### src/rtl/if_fetch_unit.sv
// Instruction-fetch sequencer: drives the external PC register (pc_d/pc_ce),
// issues single-outstanding imem reads and hands fetched words to decode.
//
// state  | meaning
// BOOT   | load RESET_PC into the PC register
// ISSUE  | capture pc_q as the read address
// WAIT   | request outstanding, waiting for ack
// HOLD   | instruction presented to decode, waiting for inst_ready
// DRAIN  | redirected while a read was in flight; discard its data
module if_fetch_unit #(
  parameter logic [31:0] RESET_PC = 32'h0000_0000,
  parameter logic [31:0] PC_STEP  = 32'd4
) (
  input  logic        clk,
  input  logic        rst,
  input  logic [31:0] pc_q,
  output logic [31:0] pc_d,
  output logic        pc_ce,
  output logic        imem_req,
  output logic [31:0] imem_addr,
  input  logic        imem_ack,
  input  logic [31:0] imem_rdata,
  input  logic        redirect,
  input  logic [31:0] redirect_pc,
  output logic        inst_valid,
  input  logic        inst_ready,
  output logic [31:0] inst,
  output logic [31:0] inst_pc,
  output logic [31:0] fetch_cnt
);

  typedef enum logic [2:0] {
    S_BOOT,
    S_ISSUE,
    S_WAIT,
    S_HOLD,
    S_DRAIN
  } state_t;

  state_t      state_q, state_d;
  logic [31:0] addr_q, addr_d;
  logic [31:0] inst_q, inst_d;
  logic [31:0] inst_pc_q, inst_pc_d;
  logic        inst_valid_q, inst_valid_d;
  logic [31:0] fetch_cnt_q, fetch_cnt_d;

  always_comb begin
    state_d      = state_q;
    addr_d       = addr_q;
    inst_d       = inst_q;
    inst_pc_d    = inst_pc_q;
    inst_valid_d = inst_valid_q;
    fetch_cnt_d  = fetch_cnt_q;
    pc_ce        = 1'b0;
    pc_d         = '0;
    imem_req     = 1'b0;

    unique case (state_q)
      S_BOOT: begin
        pc_ce   = 1'b1;
        pc_d    = RESET_PC;
        state_d = S_ISSUE;
      end

      S_ISSUE: begin
        addr_d = pc_q;
        if (redirect) begin
          // address captured this cycle is stale; re-captured next cycle
          pc_ce = 1'b1;
          pc_d  = redirect_pc;
        end else begin
          state_d = S_WAIT;
        end
      end

      S_WAIT: begin
        imem_req = 1'b1;
        if (redirect) begin
          pc_ce   = 1'b1;
          pc_d    = redirect_pc;
          state_d = imem_ack ? S_ISSUE : S_DRAIN;
        end else if (imem_ack) begin
          inst_d       = imem_rdata;
          inst_pc_d    = addr_q;
          inst_valid_d = 1'b1;
          state_d      = S_HOLD;
        end
      end

      S_HOLD: begin
        // a redirect here belongs to an older instruction, so a
        // simultaneous handshake still counts as a transfer
        if (inst_ready) fetch_cnt_d = fetch_cnt_q + 32'd1;
        if (redirect) begin
          pc_ce        = 1'b1;
          pc_d         = redirect_pc;
          inst_valid_d = 1'b0;
          state_d      = S_ISSUE;
        end else if (inst_ready) begin
          pc_ce        = 1'b1;
          pc_d         = pc_q + PC_STEP;
          inst_valid_d = 1'b0;
          state_d      = S_ISSUE;
        end
      end

      S_DRAIN: begin
        imem_req = 1'b1;
        if (redirect) begin
          pc_ce = 1'b1;
          pc_d  = redirect_pc;
        end
        if (imem_ack) state_d = S_ISSUE;
      end

      default: state_d = S_BOOT;
    endcase

    if (rst) begin
      pc_ce    = 1'b0;
      pc_d     = '0;
      imem_req = 1'b0;
    end
  end

  always_ff @(posedge clk or posedge rst) begin
    if (rst) begin
      state_q      <= S_BOOT;
      addr_q       <= '0;
      inst_q       <= '0;
      inst_pc_q    <= '0;
      inst_valid_q <= 1'b0;
      fetch_cnt_q  <= '0;
    end else begin
      state_q      <= state_d;
      addr_q       <= addr_d;
      inst_q       <= inst_d;
      inst_pc_q    <= inst_pc_d;
      inst_valid_q <= inst_valid_d;
      fetch_cnt_q  <= fetch_cnt_d;
    end
  end

  assign imem_addr  = addr_q;
  assign inst       = inst_q;
  assign inst_pc    = inst_pc_q;
  assign inst_valid = inst_valid_q;
  assign fetch_cnt  = fetch_cnt_q;

endmodule

### config.mk
export PLATFORM = sky130hd
export DESIGN_NAME = if_fetch_unit
export DESIGN_NICKNAME = d
export VERILOG_FILES = /design/src/rtl/if_fetch_unit.sv
export SDC_FILE = /design/constraint.sdc
export NUM_CORES = 1
export LEC_CHECK = 0
export CAP_MARGIN = 20
export CORE_MARGIN = 2
export CORE_UTILIZATION = 43
export CTS_BUF_LIST = sky130_fd_sc_hd__clkbuf_16
export DETAILED_ROUTE_END_ITERATION = 6
export PLACE_DENSITY = 0.82
export SLEW_MARGIN = 10
export SYNTH_ARGS = -nofsm -noshare
export SYNTH_HDL_FRONTEND = slang
export SYNTH_SLANG_ARGS = --single-unit
### constraint.sdc
create_clock -name clk -period 10.95 [get_ports clk]
set_clock_uncertainty 0.2 [all_clocks]
set_input_delay 3.285 -clock clk [delete_from_list [all_inputs] [get_ports clk]]
set_output_delay 3.285 -clock clk [all_outputs]
set_load 0.05 [all_outputs]
==> results by group <==
Die
  – Core area: 13930 µm²
  – DIE HEIGHT: approximately 120 µm
  – Placement Rows: 43
  – Die Wd: roughly 120 µm
  – Top-level I/O count: approximately 260
  – Die footprint: 15330 µm²
  – Initial Util: 0.4431

Layout
  – Diode count: 0
  – Layout cell share with drive strength beyond 1: 0.1727
  – Final nets: 869
  – Synthesis-to-finish area growth: 54.12%
  – Fillers: 1016
  – Fin area: 9517 µm²

Worst hold path
  – Min-Delay Path Class: register to register

STA
  – Max Clock Freq: about 0.10 GHz
  – Max-slew violations: 0
  – Worst Max-Slew Pin Slew: between 900 and 1000 ps
  – Final Hold Fails: 0
  – Unrepaired setup endpoints after global routing: false
  – Final Cycle Share: 0.9074
  – Final TNS setup: 0 ps
  – Slew margin rel.: 0.3679
  – Post-route minimum period: around 10000 ps
  – Final Setup Violations: 0

Clocking
  – Clock sinks: 132
  – Post-CTS Hold Buffers: 0
  – CTS resizes: 0
  – Root Driver: clkbuf_16
  – CTS clk-pin slew, worst paths: 50 ps
  – Worst-skew pair later-pin latency: 410 ps
  – Post-CTS Repair Setup Buffers: 0
  – H-tree levels: 4
  – CTS max path bufs: 2
  – CTS tree: done
  – Total CTS buffers: 17

Flow run
  – Max-cap violations: 0

Worst setup path
  – Worst endpoint data arrival time: approximately 6500 ps
  – CP startpoint kind: primary input
  – CP Capture Type: primary output
  – Data required, critical path: 7470 ps
  – CP Max Fanout: 22
  – Critical path class: primary input to primary output

Drt
  – DR iter-0 viols: approximately 210
  – Vias per inst: around 5.3
  – DR pass1 iterations: 5
  – Routed via count: 5090
  – Post-DRT Antenna Nets: 0
  – Post-route DRC: 0
  – WL/cell: around 19 µm
  – Routed WL: roughly 18000 µm

Yosys
  – Synth warn: 0
  – Ys async rst share: 1.000
  – Mapped Area: 6175 µm²
  – Count leader, synth: dfrtp_1
  – Distinct cells, synth: 40
  – Number of synthesized flops with an enable pin: 0
  – Most used DFF post-synth: dfrtp_1
  – Mapped Cells: 502
  – Post-synthesis sequential area ratio: 0.5350
  – Synth top area share: 0.5350
  – Mean Syn Cell Area: 12.30 µm²
  – Flop and latch count out of synthesis: 132
  – Synth area leader: dfrtp_1
  – Dominant cells by area after synthesis: dfrtp_1 (53%), mux2_2 (18%), xnor2_1 (5.0%), xor2_1 (3.5%), o2bb2ai_1 (3.1%)
  – Commonest cells in the netlist: dfrtp_1 (132), mux2_2 (96), xnor2_1 (35), nand3_1 (29), nor2_1 (28)
  – Syn nets: roughly 600

Global route
  – Initial antenna violation count: 0
  – Largest net degree at the start of global routing: 69
  – Vias in the first global route: 5305
  – GRT Total Usage: 0.2359
  – Grt ovf: 0
  – Global-route wire length before repair: 27210 µm

Pwr
  – Leak Pwr: slightly below 0.004 µW
  – VDD IR max: 173.2 µV
  – P per Cell Area: between 200 and 300 nW/µm²

Place
  – # port buffers: 263
  – Routability cong.: approximately 0.89
  – Placed Area: 8966 µm²
  – Placed wire-length estimate: around 14000 µm

Status
  – Run status: complete, no violations
## area by class of cell
type / count / area (µm²) / area share
repair buffers: 268 / 2670 / 0.2806
clock buffers: 17 / 425.4 / 0.04470
multi-input cells: 340 / 2738 / 0.2877
flip-flops and latches: 132 / 3303 / 0.3471
clock inverters: 12 / 125.1 / 0.01315
well taps: 180 / 225.2 / 0.02367
inverters: 7 / 30.03 / 0.003155
## layout by cell type (no fill, tap or decap), types with 5 or more instances in the layout
cell and count:
o2bb2ai_1 22, nand4_1 21, nor3_1 5, clkinv_1 5
and3_1 9, clkdlybuf4s50_1 263, nor2_1 28, clkbuf_16 17
a21oi_1 9, nand3_1 29, mux2_2 96, nand2_1 23
xor2_1 25, buf_4 5, inv_1 8, dfrtp_1 132
xnor2_1 35
## critical path, stage by stage
cell             delay [ps]
clkdlybuf4s50_1         520
and4b_1                 510
nand3_1                 770
o2bb2ai_1               490
clkdlybuf4s50_1         860
## through the flow
stage	util	total power, µW	hold WS, ps	worst slack (ps)	cells
finish	0.6829	2812	298.6	1014	956
global route	0.6829	2928	316.1	903.4	956
CTS	0.6829	2840	299.0	1008	956
detailed placement	0.6434	2290	292.1	1033	927
global placement	0.6434	2269	258.9	1064	927
floorplan	-	1744	385.7	1095	502
## flip-flops by register name, indices dropped and copies added (netlist names)
name,flops
fetch_cnt,32
imem_addr,32
inst,32
inst_pc,32
inst_valid,1
state_q,3
## per-layer routing
metal	vias to the layer above	part of all wire	GRT usage
met5	-	0	0
met3	33	0.087	0.08471
met4	0	0.024	0.09446
met1	2507	0.39	0.2737
li1	2326	-	-
met2	224	0.50	0.3973
## power by group
| group | total, µW | internal (µW) | switching (µW) |
|---|---|---|---|
| logic | 1470 | 527 | 940 |
| registers | 811 | 676 | 135 |
| clock network | 535 | 346 | 189 |
| total | 2810 | 1550 | 1260 |
## worst paths after layout
kind | from | endpoint | slack [ps] | cells past startpoint
worst max-delay path | inst_ready | pc_d[19] | 1010 | 5
worst min-delay path | fetch_cnt[21] | fetch_cnt[21] | 300 | 1
worst max register to register | state_q[2] | inst_pc[12] | 8160 | 5
worst min register to register | fetch_cnt[21] | fetch_cnt[21] | 300 | 1
max in group asynchronous | rst | inst[29] | 6590 | 3
min in group asynchronous | rst | inst_pc[1] | 3360 | 3
## kinds of logic (layout without fill, tap and decap cells)
kind of cell,after synthesis,in the layout,share of synthesized area
buffers and inverters,30,304,0.02371
and+or+nand+nor,141,141,0.1281
adders and majority gates,2,2,0.004052
xor gates and xnor gates,60,60,0.08511
DFF,132,132,0.5350
AOI/OAI and AO/OA,41,41,0.04904
muxes,96,96,0.1751
(Power assumes the default switching activity.)
